`config.mk`:
```
export PLATFORM = sky130hd
export DESIGN_NAME = multicycle_control_flat
export DESIGN_NICKNAME = d
export VERILOG_FILES = /design/src/rtl/multicycle_control_if.sv /design/src/rtl/multicycle_control.sv /design/src/flat_wrapper.sv
export SDC_FILE = /design/constraint.sdc
export NUM_CORES = 1
export LEC_CHECK = 0
export CORE_ASPECT_RATIO = 0.7
export CORE_MARGIN = 5
export CORE_UTILIZATION = 49
export DETAILED_ROUTE_END_ITERATION = 8
export PLACE_DENSITY = 0.84
export SLEW_MARGIN = 20
export SYNTH_ARGS = -nofsm -noshare
export SYNTH_HDL_FRONTEND = slang
export SYNTH_SLANG_ARGS = --single-unit
```
`constraint.sdc`:
```
create_clock -name clock -period 2.26 [get_ports clock]
set_input_delay 0.339 -clock clock [delete_from_list [all_inputs] [get_ports clock]]
set_output_delay 0.339 -clock clock [all_outputs]
set_load 0.005 [all_outputs]
```
`src/rtl/multicycle_control_if.sv`:
```
// Control bus between the multi-cycle control unit and the MIPS datapath.
// The control unit drives the enables and selects; the datapath returns opcode, zero and mem_ready.
interface multicycle_control_if #(
  parameter int unsigned CNT_W = 32
) ();
  logic [5:0]       opcode;
  logic             zero;
  logic             mem_ready;
  logic             pc_en;
  logic             i_or_d;
  logic             mem_read;
  logic             mem_write;
  logic             ir_write;
  logic             reg_dst;
  logic             mem_to_reg;
  logic             reg_write;
  logic             alu_src_a;
  logic [1:0]       alu_src_b;
  logic [1:0]       alu_op;
  logic [1:0]       pc_source;
  logic             halted;
  logic [3:0]       state;
  logic [CNT_W-1:0] instr_count;

  modport master (
    input  opcode, zero, mem_ready,
    output pc_en, i_or_d, mem_read, mem_write, ir_write, reg_dst, mem_to_reg,
           reg_write, alu_src_a, alu_src_b, alu_op, pc_source, halted, state,
           instr_count
  );

  modport slave (
    output opcode, zero, mem_ready,
    input  pc_en, i_or_d, mem_read, mem_write, ir_write, reg_dst, mem_to_reg,
           reg_write, alu_src_a, alu_src_b, alu_op, pc_source, halted, state,
           instr_count
  );
endinterface

```
`src/rtl/multicycle_control.sv`:
```
// Multi-cycle MIPS control FSM: sequences fetch/decode/execute/memory/write-back
// for R-type, lw, sw, beq, j and addi; stalls on mem_ready and halts on illegal opcodes.
module multicycle_control #(
  parameter int unsigned CNT_W = 32
) (
  input  logic                  clock,
  input  logic                  reset,
  multicycle_control_if.master  bus
);

  localparam logic [5:0] OP_R    = 6'b000000;
  localparam logic [5:0] OP_LW   = 6'b100011;
  localparam logic [5:0] OP_SW   = 6'b101011;
  localparam logic [5:0] OP_BEQ  = 6'b000100;
  localparam logic [5:0] OP_J    = 6'b000010;
  localparam logic [5:0] OP_ADDI = 6'b001000;

  typedef enum logic [3:0] {
    S_FETCH     = 4'd0,
    S_DECODE    = 4'd1,
    S_MEM_ADDR  = 4'd2,
    S_MEM_READ  = 4'd3,
    S_MEM_WB    = 4'd4,
    S_MEM_WRITE = 4'd5,
    S_EXECUTE   = 4'd6,
    S_ALU_WB    = 4'd7,
    S_BRANCH    = 4'd8,
    S_JUMP      = 4'd9,
    S_ADDI_EX   = 4'd10,
    S_ADDI_WB   = 4'd11,
    S_HALT      = 4'd15
  } state_e;

  state_e           state_q, state_d;
  logic [CNT_W-1:0] count_q, count_d;

  logic       pc_en_c, i_or_d_c, mem_read_c, mem_write_c, ir_write_c;
  logic       reg_dst_c, mem_to_reg_c, reg_write_c, alu_src_a_c, halted_c;
  logic [1:0] alu_src_b_c, alu_op_c, pc_source_c;

  always_ff @(posedge clock or posedge reset) begin
    if (reset) begin
      state_q <= S_FETCH;
      count_q <= '0;
    end else begin
      state_q <= state_d;
      count_q <= count_d;
    end
  end

  // Next state and Moore-style control decode; only pc_en/ir_write look at inputs.
  always_comb begin
    state_d      = state_q;
    pc_en_c      = 1'b0;
    i_or_d_c     = 1'b0;
    mem_read_c   = 1'b0;
    mem_write_c  = 1'b0;
    ir_write_c   = 1'b0;
    reg_dst_c    = 1'b0;
    mem_to_reg_c = 1'b0;
    reg_write_c  = 1'b0;
    alu_src_a_c  = 1'b0;
    alu_src_b_c  = 2'b00;
    alu_op_c     = 2'b00;
    pc_source_c  = 2'b00;
    halted_c     = 1'b0;

    unique case (state_q)
      S_FETCH: begin
        mem_read_c  = 1'b1;
        alu_src_b_c = 2'b01;
        if (bus.mem_ready) begin
          ir_write_c = 1'b1;
          pc_en_c    = 1'b1;
          state_d    = S_DECODE;
        end
      end
      S_DECODE: begin
        alu_src_b_c = 2'b11;
        unique case (bus.opcode)
          OP_LW, OP_SW: state_d = S_MEM_ADDR;
          OP_R:         state_d = S_EXECUTE;
          OP_BEQ:       state_d = S_BRANCH;
          OP_J:         state_d = S_JUMP;
          OP_ADDI:      state_d = S_ADDI_EX;
          default:      state_d = S_HALT;
        endcase
      end
      S_MEM_ADDR: begin
        alu_src_a_c = 1'b1;
        alu_src_b_c = 2'b10;
        if (bus.opcode == OP_LW)      state_d = S_MEM_READ;
        else if (bus.opcode == OP_SW) state_d = S_MEM_WRITE;
        else                          state_d = S_HALT;
      end
      S_MEM_READ: begin
        i_or_d_c   = 1'b1;
        mem_read_c = 1'b1;
        if (bus.mem_ready) state_d = S_MEM_WB;
      end
      S_MEM_WB: begin
        mem_to_reg_c = 1'b1;
        reg_write_c  = 1'b1;
        state_d      = S_FETCH;
      end
      S_MEM_WRITE: begin
        i_or_d_c    = 1'b1;
        mem_write_c = 1'b1;
        if (bus.mem_ready) state_d = S_FETCH;
      end
      S_EXECUTE: begin
        alu_src_a_c = 1'b1;
        alu_op_c    = 2'b10;
        state_d     = S_ALU_WB;
      end
      S_ALU_WB: begin
        reg_dst_c   = 1'b1;
        reg_write_c = 1'b1;
        state_d     = S_FETCH;
      end
      S_BRANCH: begin
        alu_src_a_c = 1'b1;
        alu_op_c    = 2'b01;
        pc_source_c = 2'b01;
        pc_en_c     = bus.zero;
        state_d     = S_FETCH;
      end
      S_JUMP: begin
        pc_source_c = 2'b10;
        pc_en_c     = 1'b1;
        state_d     = S_FETCH;
      end
      S_ADDI_EX: begin
        alu_src_a_c = 1'b1;
        alu_src_b_c = 2'b10;
        state_d     = S_ADDI_WB;
      end
      S_ADDI_WB: begin
        reg_write_c = 1'b1;
        state_d     = S_FETCH;
      end
      S_HALT: begin
        halted_c = 1'b1;
      end
      default: begin
        state_d = S_HALT;
      end
    endcase
  end

  // An instruction retires whenever the FSM re-enters FETCH from elsewhere.
  always_comb begin
    count_d = count_q;
    if ((state_d == S_FETCH) && (state_q != S_FETCH)) begin
      count_d = count_q + CNT_W'(1);
    end
  end

  // Reset overrides every output except the debug state, even within the current cycle.
  assign bus.pc_en       = pc_en_c      & ~reset;
  assign bus.i_or_d      = i_or_d_c     & ~reset;
  assign bus.mem_read    = mem_read_c   & ~reset;
  assign bus.mem_write   = mem_write_c  & ~reset;
  assign bus.ir_write    = ir_write_c   & ~reset;
  assign bus.reg_dst     = reg_dst_c    & ~reset;
  assign bus.mem_to_reg  = mem_to_reg_c & ~reset;
  assign bus.reg_write   = reg_write_c  & ~reset;
  assign bus.alu_src_a   = alu_src_a_c  & ~reset;
  assign bus.halted      = halted_c     & ~reset;
  assign bus.alu_src_b   = reset ? 2'b00 : alu_src_b_c;
  assign bus.alu_op      = reset ? 2'b00 : alu_op_c;
  assign bus.pc_source   = reset ? 2'b00 : pc_source_c;
  assign bus.state       = state_q;
  assign bus.instr_count = reset ? '0 : count_q;

endmodule

```
`src/flat_wrapper.sv`:
```
// flat-port wrapper written by rule: the top's interface ports become plain ports
module multicycle_control_flat 
#(
  parameter int unsigned CNT_W = 32
)
  (clock, reset, bus_opcode, bus_zero, bus_mem_ready, bus_pc_en, bus_i_or_d, bus_mem_read, bus_mem_write, bus_ir_write, bus_reg_dst, bus_mem_to_reg, bus_reg_write, bus_alu_src_a, bus_alu_src_b, bus_alu_op, bus_pc_source, bus_halted, bus_state, bus_instr_count);
  multicycle_control_if #(.CNT_W(CNT_W)) bus_i ();
  input  logic clock;
  input  logic reset;
  input wire logic [$bits(bus_i.opcode)-1:0] bus_opcode;
  input wire logic [$bits(bus_i.zero)-1:0] bus_zero;
  input wire logic [$bits(bus_i.mem_ready)-1:0] bus_mem_ready;
  output wire logic [$bits(bus_i.pc_en)-1:0] bus_pc_en;
  output wire logic [$bits(bus_i.i_or_d)-1:0] bus_i_or_d;
  output wire logic [$bits(bus_i.mem_read)-1:0] bus_mem_read;
  output wire logic [$bits(bus_i.mem_write)-1:0] bus_mem_write;
  output wire logic [$bits(bus_i.ir_write)-1:0] bus_ir_write;
  output wire logic [$bits(bus_i.reg_dst)-1:0] bus_reg_dst;
  output wire logic [$bits(bus_i.mem_to_reg)-1:0] bus_mem_to_reg;
  output wire logic [$bits(bus_i.reg_write)-1:0] bus_reg_write;
  output wire logic [$bits(bus_i.alu_src_a)-1:0] bus_alu_src_a;
  output wire logic [$bits(bus_i.alu_src_b)-1:0] bus_alu_src_b;
  output wire logic [$bits(bus_i.alu_op)-1:0] bus_alu_op;
  output wire logic [$bits(bus_i.pc_source)-1:0] bus_pc_source;
  output wire logic [$bits(bus_i.halted)-1:0] bus_halted;
  output wire logic [$bits(bus_i.state)-1:0] bus_state;
  output wire logic [$bits(bus_i.instr_count)-1:0] bus_instr_count;
  assign bus_i.opcode = bus_opcode;
  assign bus_i.zero = bus_zero;
  assign bus_i.mem_ready = bus_mem_ready;
  assign bus_pc_en = bus_i.pc_en;
  assign bus_i_or_d = bus_i.i_or_d;
  assign bus_mem_read = bus_i.mem_read;
  assign bus_mem_write = bus_i.mem_write;
  assign bus_ir_write = bus_i.ir_write;
  assign bus_reg_dst = bus_i.reg_dst;
  assign bus_mem_to_reg = bus_i.mem_to_reg;
  assign bus_reg_write = bus_i.reg_write;
  assign bus_alu_src_a = bus_i.alu_src_a;
  assign bus_alu_src_b = bus_i.alu_src_b;
  assign bus_alu_op = bus_i.alu_op;
  assign bus_pc_source = bus_i.pc_source;
  assign bus_halted = bus_i.halted;
  assign bus_state = bus_i.state;
  assign bus_instr_count = bus_i.instr_count;
  multicycle_control #(.CNT_W(CNT_W)) u_core (.clock(clock), .reset(reset), .bus(bus_i));
endmodule
```
==> impl_metrics.toml, run 1 <==
[status]
outcome = "finished, violations left"
violations = "negative setup slack"

[clock_network]
cts_tree = "yes"
cts_root_buf = "clkbuf_8"
htree_levels = 2
clock_sinks = 36
clockBufferDepth = 2
cts_buffers = 5
path_clk_slew_ns = 0.08
insertion_delay_ns = 0.29

[sta]
finalSetupViolCount = 1
fin_crit_ns = 2.29
hold_viol = 0
period_share = 1.01
setup_slack_ns = -0.0265
max_freq_mhz = 437
clock_skew_ns = 0.00283
slew_violations = 0
tightest_slew_ns = 0.462
slew_headroom = 0.690

[yosys]
synth_common_cells = "dfrtp_1, nor2b_1, xnor2_1"
syn_nets = 278
ys_seq_elements = 36
syn_area_mm2 = 0.00239
yosysWarnings = 0
ys.flop_type = "dfrtp_1"
synth-edff-count = 0
synthTopCellsByArea = "dfrtp_1, xnor2_1, nor2b_1"
postSynthAreaPerCell_um2 = 8.94
synth_top_area_share = 0.377
yosysMostFrequentCell = "dfrtp_1"
ys_types = 44
ys_async_sr_fraction = 1.00
netlist_instances = 267
synth_area_leader_cell = "dfrtp_1"
seq_area_frac_synth = 0.377

[cells_and_area]
diodes = 0
synthToLayoutAreaGrowth_pct = 51.0
utilization = 0.758
finalInstanceArea_mm2 = 0.00361
multi_input_area_mm2 = 0.00151
fillers = 311
drive_above_1_share = 0.223
seq_area_um2 = 903
nets = 373

[power_and_ir_drop]
cellPowerDensity_mw_per_mm2 = 359
power_uw = 1300
leakagePower_uw = 0.00157
ir_drop_v = 0.000280

[die]
io_pins = 62
fp.coreArea_mm2 = 0.00476
die_y_um = 68.4
die_area_mm2 = 0.00639
die_x_um = 93.4
rows = 21
initial_utilization = 0.502

[grt]
antenna_found_initial = 0
grt_pass1_vias = 2312
grt_max_degree = 37
grt_pass1_wl_mm = 11.5
grt_usage = 0.231
overflow = 0

[setup_path]
regToRegEndpoint = "u_core.count_q[29]"
critPathArrivalTime_ns = 2.49
ff2ff_setup_slack_ns = 0.01
r2r_cells = 9
critPathLaunchType = "input pin"
worst-path-max-fanout = 6
worstSetupPathType = "input pin to register"
endpoint = "u_core.count_q[29]"
crit_path_start = "bus_mem_ready"
endpoint_kind = "register"
critPathRequiredTime_ns = 2.46
rr_startpoint = "u_core.bus.state[1]"

[route]
drt-initial-drc-count = 164
wl_per_cell_um = 17.9
wirelength_mm = 7.74
dr.pass1.iters = 4
via_count = 2463
viasPerCell = 5.70
ant_nets = 0
drc = 0

[placed_design]
placed_area_mm2 = 0.00321
dp_hpwl_mm = 4.73
gp_congestion = 0.861
numPortBuffers = 61

[job]
cap_violations = 0

[hold_path]
hp-class = "register to register"
whs_path_depth = 1
## cell usage in the layout, fill, tap and decap left out, drive strengths merged, types with 5 or more instances in the layout
cell type | netlist | final
buf | 9 | 43
xnor2 | 32 | 32
and3 | 15 | 15
dlygate4sd2 | 0 | 6
clkdlybuf4s50 | 0 | 49
nand3 | 25 | 25
dfrtp | 36 | 36
nor3 | 15 | 15
clkbuf | 7 | 6
nor2b | 33 | 33
nor2 | 13 | 13
dlymetal6s2s | 0 | 5
o21ai | 5 | 5
inv | 8 | 8
nand2 | 9 | 9
nand4 | 16 | 16
## cell families after synthesis
| family | count (synthesis) | share of synthesized area |
|---|---|---|
| AND/OR/NAND/NOR | 150 | 0.372 |
| flip-flops | 36 | 0.377 |
| XOR/XNOR | 34 | 0.125 |
| buffers and inverters | 24 | 0.0514 |
| AO/OA/AOI/OAI | 21 | 0.0634 |
| multiplexers | 1 | 0.00629 |
| adder cells (fa/ha/maj) | 1 | 0.00524 |
## sequential cells by signal, summed over array words and instances (netlist names)
| name | cells |
|---|---|
| u_core.count_q | 32 |
| u_core.bus.state | 4 |
## critical path, cell delays in order
cell and delay [ns]:
clkdlybuf4s50_1 0.51, nor4bb_1 0.18, o21ai_1 0.27, o311ai_4 0.20, nor4b_4 0.34, buf_6 0.18
buf_2 0.15, nand4_1 0.12, xnor2_1 0.20
## timing repair
item	in CTS	in global routing
cloned	2	1
hold buffers	0	0
setup endpoints to repair	34	39
resized for setup	22	33
buffers inserted	12	1
pin swaps	2	7
## per-layer routing
layer / GRT usage / up-vias / routed length (µm)
li1: - / 1138 / -
met3: 0.0593 / 16 / 605
met5: 0 / - / 0
met4: 0.0622 / 0 / 159
met1: 0.322 / 1197 / 3280
met2: 0.360 / 112 / 3700
## worst min-delay path by stage
stage,start,to,slack [ns]
after global routing,u_core.count_q[27],u_core.count_q[27],0.52
after global placement,u_core.count_q[31],u_core.count_q[31],0.45
after detailed placement,u_core.count_q[31],u_core.count_q[31],0.46
after floorplan,u_core.count_q[31],u_core.count_q[31],0.44
final,u_core.count_q[21],u_core.count_q[21],0.50
after CTS,u_core.count_q[31],u_core.count_q[31],0.47
## where the power goes
group	internal [µW]	leakage (µW)	switching, µW
Clock	328	0.0000552	243
Combinational	34.0	0.00103	47.9
Sequential	643	0.000482	0
## metrics by stage
stage	hold slack (ns)	setup TNS, ns	std cells	setup slack [ns]
after floorplan	0.438	0	267	0.159
after global placement	0.455	-9.27	408	-0.319
after detailed placement	0.458	-9.55	408	-0.353
after CTS	0.471	0	430	0.00445
after global routing	0.519	-0.574	432	-0.116
final	0.504	-0.0265	432	-0.0265
## area by class of cell
cell class                 instances  area share
clock buffer                       6      0.0201
clock inverter                     2     0.00972
inverter                           8     0.00833
multi-input combinational        207       0.418
sequential                        36       0.251
tap                               69      0.0239
timing repair buffer             104       0.269
No activity file was read; power rests on OpenSTA's default activity.
==> run 2, diff against run 1 <==
--- a/config.mk
+++ b/config.mk
@@ -5,6 +5,7 @@
 export SDC_FILE = /design/constraint.sdc
 export NUM_CORES = 1
 export LEC_CHECK = 0
+export CAP_MARGIN = 25
 export CORE_ASPECT_RATIO = 0.7
 export CORE_MARGIN = 5
 export CORE_UTILIZATION = 49
==> results of run 2 <==
The final DEF is identical to that of run 1; final timing and power are the same.
==> run 3, diff against run 2 <==
--- a/config.mk
+++ b/config.mk
@@ -9,6 +9,7 @@
 export CORE_ASPECT_RATIO = 0.7
 export CORE_MARGIN = 5
 export CORE_UTILIZATION = 49
+export CTS_CLUSTER_SIZE = 14
 export DETAILED_ROUTE_END_ITERATION = 8
 export PLACE_DENSITY = 0.84
 export SLEW_MARGIN = 20
==> results of run 3 <==
The final DEF is identical to that of run 1; final timing and power are the same.
